==> src/rtl/ha_result_collector_if.sv <==
// ha_result_collector_if
//   Handshake bundle between the half-adder stage, the result collector and
//   the downstream checker/display logic.
//   Signals:
//     in_valid, in_s, in_c  : one sum/carry bit pair per cycle from the half adder
//     in_ready              : collector can take a pair this cycle
//     out_valid, out_ready  : completed-frame handshake towards the next stage
//     out_sum, out_carry    : assembled frame, first accepted pair in bit 0
//     out_ones              : number of set bits in out_carry
//     out_parity            : XOR of out_sum (only with HA_COLLECT_PARITY_EN)
//   Modports: slave = collector view, master = producer/consumer (bench) view.
interface ha_result_collector_if #(
  parameter int WIDTH = 8
);
  localparam int CNT_W = $clog2(WIDTH + 1);

  logic             in_valid;
  logic             in_s;
  logic             in_c;
  logic             in_ready;
  logic             out_valid;
  logic             out_ready;
  logic [WIDTH-1:0] out_sum;
  logic [WIDTH-1:0] out_carry;
  logic [CNT_W-1:0] out_ones;
`ifdef HA_COLLECT_PARITY_EN
  logic             out_parity;
`endif

  modport slave (
    input  in_valid, in_s, in_c, out_ready,
    output in_ready, out_valid, out_sum, out_carry, out_ones
`ifdef HA_COLLECT_PARITY_EN
    , output out_parity
`endif
  );

  modport master (
    output in_valid, in_s, in_c, out_ready,
    input  in_ready, out_valid, out_sum, out_carry, out_ones
`ifdef HA_COLLECT_PARITY_EN
    , input out_parity
`endif
  );
endinterface

==> src/rtl/ha_result_collector.sv <==
// ha_result_collector
//   Collects WIDTH consecutive sum/carry bit pairs from the half adder (LSB
//   first) into parallel sum and carry words plus a popcount of the carry
//   word, and offers each completed frame on a valid/ready output.
//   Ports:
//     clk   : rising-edge clock
//     rst_n : synchronous active-low reset
//     bus   : ha_result_collector_if.slave (input pair handshake, frame output)
//   Optional feature: define HA_COLLECT_PARITY_EN to add bus.out_parity,
//   the XOR of all out_sum bits, loaded together with the frame.
//
//   state   | meaning
//   --------+-------------------------------------------------------------
//   COLLECT | accepting pairs, in_ready=1, out_valid=0
//   HOLD    | frame presented, in_ready=0, waiting for out_ready
module ha_result_collector #(
  parameter  int WIDTH = 8,
  localparam int CNT_W = $clog2(WIDTH + 1)
) (
  input logic                  clk,
  input logic                  rst_n,
  ha_result_collector_if.slave bus
);
  localparam int IDX_W = $clog2(WIDTH);

  typedef enum logic {COLLECT = 1'b0, HOLD = 1'b1} state_t;

  state_t           state_q, state_nxt;
  logic [IDX_W-1:0] cnt_q;
  logic [WIDTH-1:0] sum_q, carry_q;
  logic [WIDTH-1:0] sum_nxt, carry_nxt;
  logic [CNT_W-1:0] ones_nxt;
  logic [WIDTH-1:0] out_sum_q, out_carry_q;
  logic [CNT_W-1:0] out_ones_q;
  logic             accept, last;

  always_ff @(posedge clk) begin
    if (!rst_n) state_q <= COLLECT;
    else        state_q <= state_nxt;
  end

  always_comb begin
    state_nxt    = state_q;
    bus.in_ready = 1'b0;
    bus.out_valid = 1'b0;
    accept       = 1'b0;
    last         = 1'b0;
    case (state_q)
      COLLECT: begin
        bus.in_ready = 1'b1;
        accept       = bus.in_valid;
        last         = accept && (cnt_q == IDX_W'(WIDTH - 1));
        if (last) state_nxt = HOLD;
      end
      HOLD: begin
        bus.out_valid = 1'b1;
        if (bus.out_ready) state_nxt = COLLECT;
      end
      default: state_nxt = COLLECT;
    endcase
  end

  // Frame word including the pair accepted this cycle, so the output load
  // and popcount on the final edge see all WIDTH bits.
  always_comb begin
    sum_nxt          = sum_q;
    carry_nxt        = carry_q;
    sum_nxt[cnt_q]   = bus.in_s;
    carry_nxt[cnt_q] = bus.in_c;
    ones_nxt         = '0;
    for (int i = 0; i < WIDTH; i++) ones_nxt = ones_nxt + CNT_W'(carry_nxt[i]);
  end

  always_ff @(posedge clk) begin
    if (!rst_n) begin
      cnt_q       <= '0;
      sum_q       <= '0;
      carry_q     <= '0;
      out_sum_q   <= '0;
      out_carry_q <= '0;
      out_ones_q  <= '0;
    end else if (accept) begin
      sum_q   <= sum_nxt;
      carry_q <= carry_nxt;
      if (last) begin
        cnt_q       <= '0;
        out_sum_q   <= sum_nxt;
        out_carry_q <= carry_nxt;
        out_ones_q  <= ones_nxt;
      end else begin
        cnt_q <= cnt_q + 1'b1;
      end
    end
  end

  assign bus.out_sum   = out_sum_q;
  assign bus.out_carry = out_carry_q;
  assign bus.out_ones  = out_ones_q;

`ifdef HA_COLLECT_PARITY_EN
  logic out_parity_q;

  always_ff @(posedge clk) begin
    if (!rst_n)         out_parity_q <= 1'b0;
    else if (last)      out_parity_q <= ^sum_nxt;
  end

  assign bus.out_parity = out_parity_q;
`endif
endmodule

==> src/flat_wrapper.sv <==
// flat-port wrapper written by rule: the top's interface ports become plain ports
module ha_result_collector_flat 
#(
  parameter  int WIDTH = 8,
  localparam int CNT_W = $clog2(WIDTH + 1)
)
  (clk, rst_n, bus_in_valid, bus_in_s, bus_in_c, bus_out_ready, bus_in_ready, bus_out_valid, bus_out_sum, bus_out_carry, bus_out_ones);
  ha_result_collector_if #(.WIDTH(WIDTH)) bus_i ();
  input logic clk;
  input logic rst_n;
  input wire logic [$bits(bus_i.in_valid)-1:0] bus_in_valid;
  input wire logic [$bits(bus_i.in_s)-1:0] bus_in_s;
  input wire logic [$bits(bus_i.in_c)-1:0] bus_in_c;
  input wire logic [$bits(bus_i.out_ready)-1:0] bus_out_ready;
  output wire logic [$bits(bus_i.in_ready)-1:0] bus_in_ready;
  output wire logic [$bits(bus_i.out_valid)-1:0] bus_out_valid;
  output wire logic [$bits(bus_i.out_sum)-1:0] bus_out_sum;
  output wire logic [$bits(bus_i.out_carry)-1:0] bus_out_carry;
  output wire logic [$bits(bus_i.out_ones)-1:0] bus_out_ones;
  assign bus_i.in_valid = bus_in_valid;
  assign bus_i.in_s = bus_in_s;
  assign bus_i.in_c = bus_in_c;
  assign bus_i.out_ready = bus_out_ready;
  assign bus_in_ready = bus_i.in_ready;
  assign bus_out_valid = bus_i.out_valid;
  assign bus_out_sum = bus_i.out_sum;
  assign bus_out_carry = bus_i.out_carry;
  assign bus_out_ones = bus_i.out_ones;
  ha_result_collector #(.WIDTH(WIDTH)) u_core (.clk(clk), .rst_n(rst_n), .bus(bus_i));
endmodule
==> config.mk <==
export PLATFORM = sky130hd
export DESIGN_NAME = ha_result_collector_flat
export DESIGN_NICKNAME = d
export VERILOG_FILES = /design/src/rtl/ha_result_collector_if.sv /design/src/rtl/ha_result_collector.sv /design/src/flat_wrapper.sv
export SDC_FILE = /design/constraint.sdc
export NUM_CORES = 1
export LEC_CHECK = 0
export CORE_AREA = 2 2 86 47
export DETAILED_ROUTE_END_ITERATION = 7
export DIE_AREA = 0 0 88 49
export GPL_TIMING_DRIVEN = 1
export MAX_ROUTING_LAYER = met4
export PLACE_DENSITY = 0.76
export SYNTH_ARGS = -nofsm -noshare
export SYNTH_HDL_FRONTEND = slang
export SYNTH_SLANG_ARGS = --single-unit
==> constraint.sdc <==
create_clock -name clk -period 4.2 [get_ports clk]
set_input_delay 0.42 -clock clk [delete_from_list [all_inputs] [get_ports clk]]
set_output_delay 0.42 -clock clk [all_outputs]
set_load 0.01 [all_outputs]
---- After elaboration in Yosys (flattened, before gate mapping) ----
Cells that the tools add are included.
cells by class
  $add $sub $neg .......................... 8
  order comparisons ....................... 2
  eq/ne operators ......................... 1
  muxes and demuxes ....................... 12
  bitwise operators ....................... 1
  reduce and logical (&&, ||, !) cells .... 3
operators by type and width
  kind                                                         count
  adder 4 x 1 -> 4 bit                                         6
  bitwise mux 8 bit                                            2
  2-to-1 mux 1 bit                                             7
  less-than comparator 3 x 4 -> 1 bit (second input constant)  1
  adder 3 x 1 -> 3 bit (second input constant)                 1
  demux 1 bit (select 3 bit)                                   1
  equality test 3 bit (second input constant)                  1
  >= comparator 3 x 1 -> 1 bit (second input constant)         1
  2-to-1 mux 3 bit                                             1
  adder 1 x 1 -> 2 bit                                         1
  logical AND 1 bit                                            2
  case mux 1 bit (2 select lines)                              1
  AND reduction 2 bit                                          1
  inverter 1 bit                                               1
word-level totals
  register bits ........................... 40
  input bits .............................. 6
  output and inout bits ................... 22
  word-level logic and storage cells ...... 34

---- Logic depth before layout (Yosys ltp) ----
Gate-level depths: netlist (run 1).
  depth after elaboration ................. 12
  mapped depth ............................ 14
  mapped depth without buffers ............ 13

---- Worst setup path after synthesis (run 1) ----
Ideal clock, no wire load.
  path type ............................... reg2reg
  start ................................... register u_core.cnt_q[0]
  end ..................................... register u_core.out_ones_q[2], in the netlist u_core.bus.out_ones[2]
  setup time .............................. 0.116 ns
  arrival ................................. 3.385 ns
  required time ........................... 4.084 ns
  path slack .............................. 0.699 ns
  stages on the path, launching flop included .. 14
  path buffers ............................ 1
  period minus slack after synthesis ...... 3.501 ns
  path through ............................ dfxtp_1 > buf_6 > or3b_4 > mux2i_1 > inv_1 > ha_1 > inv_1 > fa_1 > fa_1 > fa_1 > fa_1 > xnor2_1 > mux2i_1 > nor2b_1
between the ends
  cells in the longest elaborated chain, start to end .. 12
  elaborated cells between the ends (all ways) .. 17
  classes of those cells .................. add/sub (7); order compare (2); eq/ne (1); mux (4); reduce/logical (3)
ends and longest elaborated chain
  element                                                                                                    line                       RTL
  start, declared                                                                                            ha_result_collector.sv:29  logic [IDX_W-1:0] cnt_q;
  start signal, assigned                                                                                     ha_result_collector.sv:91  cnt_q <= cnt_q + 1'b1;
  less-than comparator 3 x 4 -> 1 bit (not written as such) or >= comparator 3 x 1 -> 1 bit (tied branches)  ha_result_collector.sv:69  carry_nxt[cnt_q] = bus.in_c;
  logical AND 1 bit (not written as such)                                                                    ha_result_collector.sv:69
  2-to-1 mux 1 bit (not written as such)                                                                     ha_result_collector.sv:69
  demux 1 bit (select 3 bit) *                                                                               n/a
  bitwise mux 8 bit *                                                                                        ha_result_collector.sv:69
  via u_core.carry_nxt[1]                                                                                    ha_result_collector.sv:31  logic [WIDTH-1:0] sum_nxt, carry_nxt;
  adder 1 x 1 -> 2 bit *                                                                                     ha_result_collector.sv:71  for (int i = 0; i < WIDTH; i++) ones_nxt = ones_nxt + CNT_W'(carry_nxt[i]);
  adder 4 x 1 -> 4 bit * (6 in series)                                                                       ha_result_collector.sv:71
  end signal, assigned                                                                                       ha_result_collector.sv:89  out_ones_q <= ones_nxt;
  end, declared                                                                                              ha_result_collector.sv:34  logic [CNT_W-1:0] out_ones_q;
Mark *: on every way through the listed nets, which the timed path passes. The rest lies on a longest branch.
A chain may end at the register's enable or synchronous reset.

---- Final worst setup path (run 1) ----
  start ................................... register u_core.cnt_q[0]
  end ..................................... register u_core.out_ones_q[1], in the netlist u_core.bus.out_ones[1]
The elaborated chain is that of the path after synthesis.

==> reports/results.ini, run 1 <==
[run_status]
outcome = finished, final reports clean

[final_layout]
nFillCells = 314
diodes = 0
syn2layout_area_growth_pct = 20.07
drive_gt1_share_pct = 6.373
nets = 218

[floorplan]
core_area_sq_um = 3623
num_rows = 16
initial_core_util_pct = 49.38
die_y_um = 49
io_pins = 28
dieArea_sq_um = 4312
die-width_um = 88

[power_and_ir_drop]
p_total_mw = 0.8153
ir_worst_vdd_v = 0.0001776
power_density_nw_per_um2 = 379.5
leakage_nw = 0.9127

[setup_path]
crit_required_ns = 4.38
cp.arrival_ns = 4.17
crit_type = reg -> reg
cp-start-kind = flop
r2r_setup_slack_ns = 0.22
cp_max_fo = 11
critPathLaunch = u_core.cnt_q[0]$_SDFFE_PN0P_
rr_worst_depth = 11
cp-end-kind = flop
r2r-end = u_core.bus.out_ones[1]$_SDFFE_PN0P_
crit-reg2reg-launch = u_core.cnt_q[0]$_SDFFE_PN0P_

[cts]
clockRootBuffer = clkbuf_8
clkTransAtPathRegs_ns = 0.08
postCtsSetupBuffers = 0
hold_buffers = 0
clockBufferDepth = 2
cts_tree = built
numCtsBuffers = 5
h-tree-depth = 2
clock_sinks = 40
cts_resized = 0
worstSkewPairLatency_ns = 0.29

[timing]
rsz0062_at_grt = false
relSlewSlack_pct = 18.57
finalCritPeriodShare_pct = 94.81
finalSetupTns_ns = 0
hold_violations = 0
setup_viol = 0
skew_ns = 0.007750
fmax_mhz = 251.1
slew_violations = 0
fin_crit_ns = 3.982
max_slew.worst_pin.slew_ns = 1.216

[global_routing]
antenna_found_initial = 0
grt_pass1_wl_um = 6348
first_global_vias = 1280
grt_max_degree = 42
grt_overflow = 0
grt_usage_pct = 20.36

[detailed_routing]
drcViolationCount = 0
ant_nets = 0
drt_iter0_markers = 64
dr.pass1.iters = 4
wl_per_cell_um = 15.01
vias = 1366
vias_per_cell = 5.295
finalWirelength_um = 3872

[worst_hold_path]
hold_path_class = reg -> reg
hold_path_startpoint = u_core.bus.out_ones[3]$_SDFFE_PN0P_
min_path_cells = 2
hold_end = u_core.bus.out_ones[3]$_SDFFE_PN0P_

[synth]
synth.largest_area_cell = dfxtp_1
synth-edff-count = 0
yosys.area.top_type_share_pct = 44.76
ys_seq_area_share_pct = 44.76
synth_cells = 187
avgSynthCellArea_sq_um = 9.568
synthTopCellsByArea = dfxtp_1 45%, mux2i_1 9.5%, o21ai_0 9.2%, a21oi_1 8.4%, fa_1 4.5%
synth_area_sq_um = 1789
synth_ff_type = dfxtp_1
synth_seq_cells = 40
ys_warn_count = 0
syn-num-nets = 202
async_reset_ff_share_pct = 0
ys_types = 28

[placement]
routabilityCongestion = 0.7954
port_buffers = 27
hpwlAfterDp_um = 2712

[job]
cap_violations = 0

## sequential cells by signal, indices dropped and copies added, names as in the netlist
name and flops:
u_core.cnt_q 3, u_core.bus.out_sum 8, u_core.bus.out_ones 4, u_core.sum_q 8, u_core.state_q 1, u_core.carry_q 8
u_core.bus.out_carry 8
## cell usage in the layout, fill, tap and decap left out
| master | count |
|---|---|
| dfxtp_1 | 40 |
| o21ai_0 | 33 |
| a21oi_1 | 30 |
| clkdlybuf4s50_1 | 27 |
| mux2i_1 | 17 |
| inv_1 | 8 |
| nor2b_1 | 6 |
| ha_1 | 5 |
| clkbuf_8 | 5 |
| nand2_1 | 4 |
| fa_1 | 4 |
| or3b_4 | 3 |
| nand3b_1 | 3 |
| a31oi_1 | 2 |
| nor2_1 | 2 |
| o211a_1 | 2 |
| nor3_1 | 1 |
| mux2i_2 | 1 |
| mux2i_4 | 1 |
| nand3_1 | 1 |
| and3b_1 | 1 |
| or2_0 | 1 |
| nor2b_2 | 1 |
| o21a_1 | 1 |
| o2111ai_1 | 1 |
| xnor2_1 | 1 |
| clkbuf_1 | 1 |
| bufinv_16 | 1 |
| clkinv_2 | 1 |
## cell usage after synthesis (all sizes together) (2+ instances only)
library cell and n:
a21oi 30, a31oi 2, buf 8, clkbuf 10, dfxtp 40, fa 4
ha 5, inv 8, mux2i 19, nand2 4, nand3b 3, nor2 2
nor2b 7, o211a 2, o21ai 33, or3b 3
## logic make-up after synthesis
group	synth area share, %
compound gates	20.35
xor+xnor	0.4896
simple gates	8.251
mux	11.54
buf+inv	6.643
flops	44.76
fa+ha+maj	7.972
## worst max-delay path, stage by stage, from the launching register on
cell	delay (ns)
dfxtp_1	0.40
nor3_1	0.63
mux2i_1	0.36
inv_1	0.09
ha_1	0.29
inv_1	0.05
fa_1	0.49
fa_1	0.43
fa_1	0.41
fa_1	0.50
nand2_1	0.05
o211a_1	0.18
## worst max path at each step
stage | to | slack (ns) | cells after the start
detailed placement | u_core.bus.out_ones[1]$_SDFFE_PN0P_ | 0.22 | 11
CTS | u_core.bus.out_ones[1]$_SDFFE_PN0P_ | 0.27 | 11
global placement | u_core.bus.out_ones[2]$_SDFFE_PN0P_ | 0.40 | 12
finish | u_core.bus.out_ones[1]$_SDFFE_PN0P_ | 0.22 | 11
global route | u_core.bus.out_ones[2]$_SDFFE_PN0P_ | 0.03 | 12
floorplan | u_core.bus.out_ones[2]$_SDFFE_PN0P_ | 0.70 | 13
## area by class of cell
cell class                 instances  area (sq um)  share of cell area, %
multi-input combinational        121         872.1                  40.59
sequential                        40         800.8                  37.27
tap                               54         67.56                  3.145
inverter                           8         30.03                  1.398
timing repair buffer              27         270.3                  12.58
clock buffer                       6         72.57                  3.378
clock inverter                     2         35.03                  1.631
## layer usage
layer	track usage (%)	share of wire, %
met5	-	0
met2	28.16	45
met1	28.36	50
met3	5.584	4.2
met4	7.692	1.5
## through the flow
| step | utilization, % | instance area (sq um) | hold WS (ns) | setup WS (ns) | instances |
|---|---|---|---|---|---|
| 5_1_grt | 59.29 | 2148 | 0.5270 | 0.02658 | 258 |
| 3_3_place_gp | 56.32 | 2041 | 0.4486 | 0.4022 | 250 |
| 4_1_cts | 59.29 | 2148 | 0.4833 | 0.2679 | 258 |
| 6_report | 59.29 | 2148 | 0.4798 | 0.2180 | 258 |
| 2_1_floorplan | - | 1789 | 0.4676 | 0.6986 | 187 |
| 3_5_place_dp | 56.32 | 2041 | 0.4747 | 0.2234 | 250 |
## report_power, final
group / switching (mW) / internal [mW] / leakage [nW]
Clock: 0.132 / 0.176 / 0.0552
Sequential: 0.00988 / 0.391 / 0.326
Combinational: 0.0591 / 0.0465 / 0.532
Total: 0.201 / 0.614 / 0.913
Power figures use the tool's default switching activity.
==> inputs of run 2 (changes only) <==
--- a/config.mk
+++ b/config.mk
@@ -8,6 +8,7 @@
 export CORE_AREA = 2 2 86 47
 export DETAILED_ROUTE_END_ITERATION = 7
 export DIE_AREA = 0 0 88 49
+export GPL_ROUTABILITY_DRIVEN = 0
 export GPL_TIMING_DRIVEN = 1
 export MAX_ROUTING_LAYER = met4
 export PLACE_DENSITY = 0.76
==> results of run 2 <==
No change in the layout: final DEF, timing and power equal those of run 1.
==> inputs of run 3 (changes only) <==
--- a/config.mk
+++ b/config.mk
@@ -11,7 +11,7 @@
 export GPL_ROUTABILITY_DRIVEN = 0
 export GPL_TIMING_DRIVEN = 1
 export MAX_ROUTING_LAYER = met4
-export PLACE_DENSITY = 0.76
+export PLACE_DENSITY = 0.72
 export SYNTH_ARGS = -nofsm -noshare
 export SYNTH_HDL_FRONTEND = slang
 export SYNTH_SLANG_ARGS = --single-unit
==> reports/results.ini, run 3 (same netlist as run 1, synthesis figures left out) <==
[setup_path]
cp-start-kind = flop
crit_required_ns = 4.43  ; +0.05 ns
cp.arrival_ns = 4.06  ; -0.11 ns
crit-reg2reg-launch = u_core.cnt_q[0]$_SDFFE_PN0P_
crit_type = reg -> reg
critPathLaunch = u_core.cnt_q[0]$_SDFFE_PN0P_
cp-end-kind = flop
cp_max_fo = 11  ; unchanged

[global_routing]
antenna_found_initial = 0  ; unchanged
grt_max_degree = 42  ; unchanged
grt_overflow = 0  ; unchanged
first_global_vias = 1385  ; +8.2%
grt_pass1_wl_um = 6644  ; +4.7%
grt_usage_pct = 20.63  ; +0.27 points

[worst_hold_path]
hold_path_startpoint = u_core.bus.out_ones[3]$_SDFFE_PN0P_
hold_path_class = reg -> reg

[timing]
hold_violations = 0  ; unchanged
finalSetupTns_ns = 0  ; unchanged
max_slew.worst_pin.slew_ns = 1.235  ; +0.01934 ns
relSlewSlack_pct = 17.27  ; -1.3 points
skew_ns = 0.004198  ; -0.003552 ns
setup_viol = 0  ; unchanged
layout_setup_ws_ns = 0.3766  ; +0.1586 ns
slew_violations = 0  ; unchanged
finalCritPeriodShare_pct = 91.03  ; -3.8 points
fin_crit_ns = 3.823  ; -0.1586 ns
fmax_mhz = 261.5  ; +4.1%
rsz0062_at_grt = false

[cts]
worstSkewPairLatency_ns = 0.29  ; about the same
cts_resized = 0  ; unchanged
hold_buffers = 0  ; unchanged
clock_sinks = 40  ; unchanged
h-tree-depth = 2  ; unchanged
clkTransAtPathRegs_ns = 0.07  ; about the same
clockBufferDepth = 2  ; unchanged
cts_tree = built
clockRootBuffer = clkbuf_8
numCtsBuffers = 5  ; unchanged
postCtsSetupBuffers = 0  ; unchanged

[final_layout]
nFillCells = 314  ; unchanged
nets = 218  ; unchanged
syn2layout_area_growth_pct = 20.07  ; unchanged
layout_common_cells = 40 x dfxtp_1, 33 x o21ai_0, 30 x a21oi_1, 27 x clkdlybuf4s50_1, 17 x mux2i_1
diodes = 0  ; unchanged
final_common_cell = dfxtp_1
drive_gt1_share_pct = 6.373  ; unchanged

[run_status]
outcome = finished, final reports clean

[floorplan]
num_rows = 16  ; unchanged
die_y_um = 49  ; unchanged
die-width_um = 88  ; unchanged
dieArea_sq_um = 4312  ; unchanged
core_area_sq_um = 3623  ; unchanged
initial_core_util_pct = 49.38  ; unchanged
io_pins = 28  ; unchanged

[detailed_routing]
vias = 1394  ; +2.0%
finalWirelength_um = 3872  ; unchanged
dr.pass1.iters = 4  ; unchanged
vias_per_cell = 5.403  ; +2.0%
drcViolationCount = 0  ; unchanged
drt_iter0_markers = 60  ; -6.3%
ant_nets = 0  ; unchanged
wl_per_cell_um = 15.01  ; unchanged

[power_and_ir_drop]
p_total_mw = 0.8164  ; +0.14%
pwr-share-seq_pct = 49.2  ; about the same
switching_share_pct = 24.68  ; about the same
leakage_nw = 0.9127  ; unchanged
power.internal_mw = 0.6150  ; +0.12%
p_clk_share_pct = 37.7  ; about the same
switchingPower_mw = 0.2015  ; +0.17%
ir_worst_vdd_v = 0.0001681  ; -5.3%
power_density_nw_per_um2 = 380.0  ; +0.14%
comb_power_share_pct = 13.1  ; +0.2 points

[job]
cap_violations = 0  ; unchanged

[placement]
preCtsSetupSlack_ns = 0.2406  ; +0.01721 ns
hpwlAfterDp_um = 2625  ; -3.2%
port_buffers = 27  ; unchanged

## run 3: cell counts in the layout (fill, tap and decap cells not counted)
No cell type changed its count.
## run 3: worst max-delay path, cell delays in order, from the launching register on
cell     delay (ns)
dfxtp_1        0.41
nor3_1         0.50
mux2i_1        0.34
inv_1          0.07
ha_1           0.27
inv_1          0.05
fa_1           0.50
fa_1           0.43
fa_1           0.42
fa_1           0.39
xnor2_1        0.15
mux2i_1        0.09
nor2b_1        0.13
## run 3: final timing paths
path | end | slack [ns] | cells after the start
max | u_core.bus.out_ones[2]$_SDFFE_PN0P_ | 0.38 | 12
min | u_core.bus.out_ones[3]$_SDFFE_PN0P_ | 0.49 | 2
max reg2reg | u_core.bus.out_ones[2]$_SDFFE_PN0P_ | 0.38 | 12
min reg2reg | u_core.bus.out_ones[3]$_SDFFE_PN0P_ | 0.49 | 2
## run 3: power groups by stage
stage	registers (mW)	logic, mW	clock network (mW)
5_1_grt	0.403	0.119	0.332
2_1_floorplan	0.405	0.0836	0
3_3_place_gp	0.409	0.0967	0
4_1_cts	0.401	0.108	0.313
3_5_place_dp	0.410	0.106	0
6_report	0.402	0.107	0.308
## run 3: metrics by stage
stage / cell area [sq um] / util [%] / instances / hold slack (ns)
floorplan: 1789 / - / 187 / 0.4676
global placement: 2041 / 56.32 / 250 / 0.4500
detailed placement: 2041 / 56.32 / 250 / 0.4745
CTS: 2148 / 59.29 / 258 / 0.4848
global route: 2148 / 59.29 / 258 / 0.5325
finish: 2148 / 59.29 / 258 / 0.4857
## run 3: layout make-up
type	instances	area (sq um)	area share [%]
clock buffers	6	72.57	3.378
clock inverters	2	35.03	1.631
inverters	8	30.03	1.398
multi-input cells	121	872.1	40.59
flip-flops and latches	40	800.8	37.27
well taps	54	67.56	3.145
repair buffers	27	270.3	12.58
## run 3: per-layer routing
metal  global-route usage (%)  vias to the layer above  part of all wire (%)  wire [um]
met5                        -                        -                     0          0
met4                    5.641                        0                   1.2         45
met3                    6.768                        6                   4.3        165
met2                    28.54                       30                    44       1704
met1                    28.92                      681                    51       1957
li1                         -                      677                     -          -
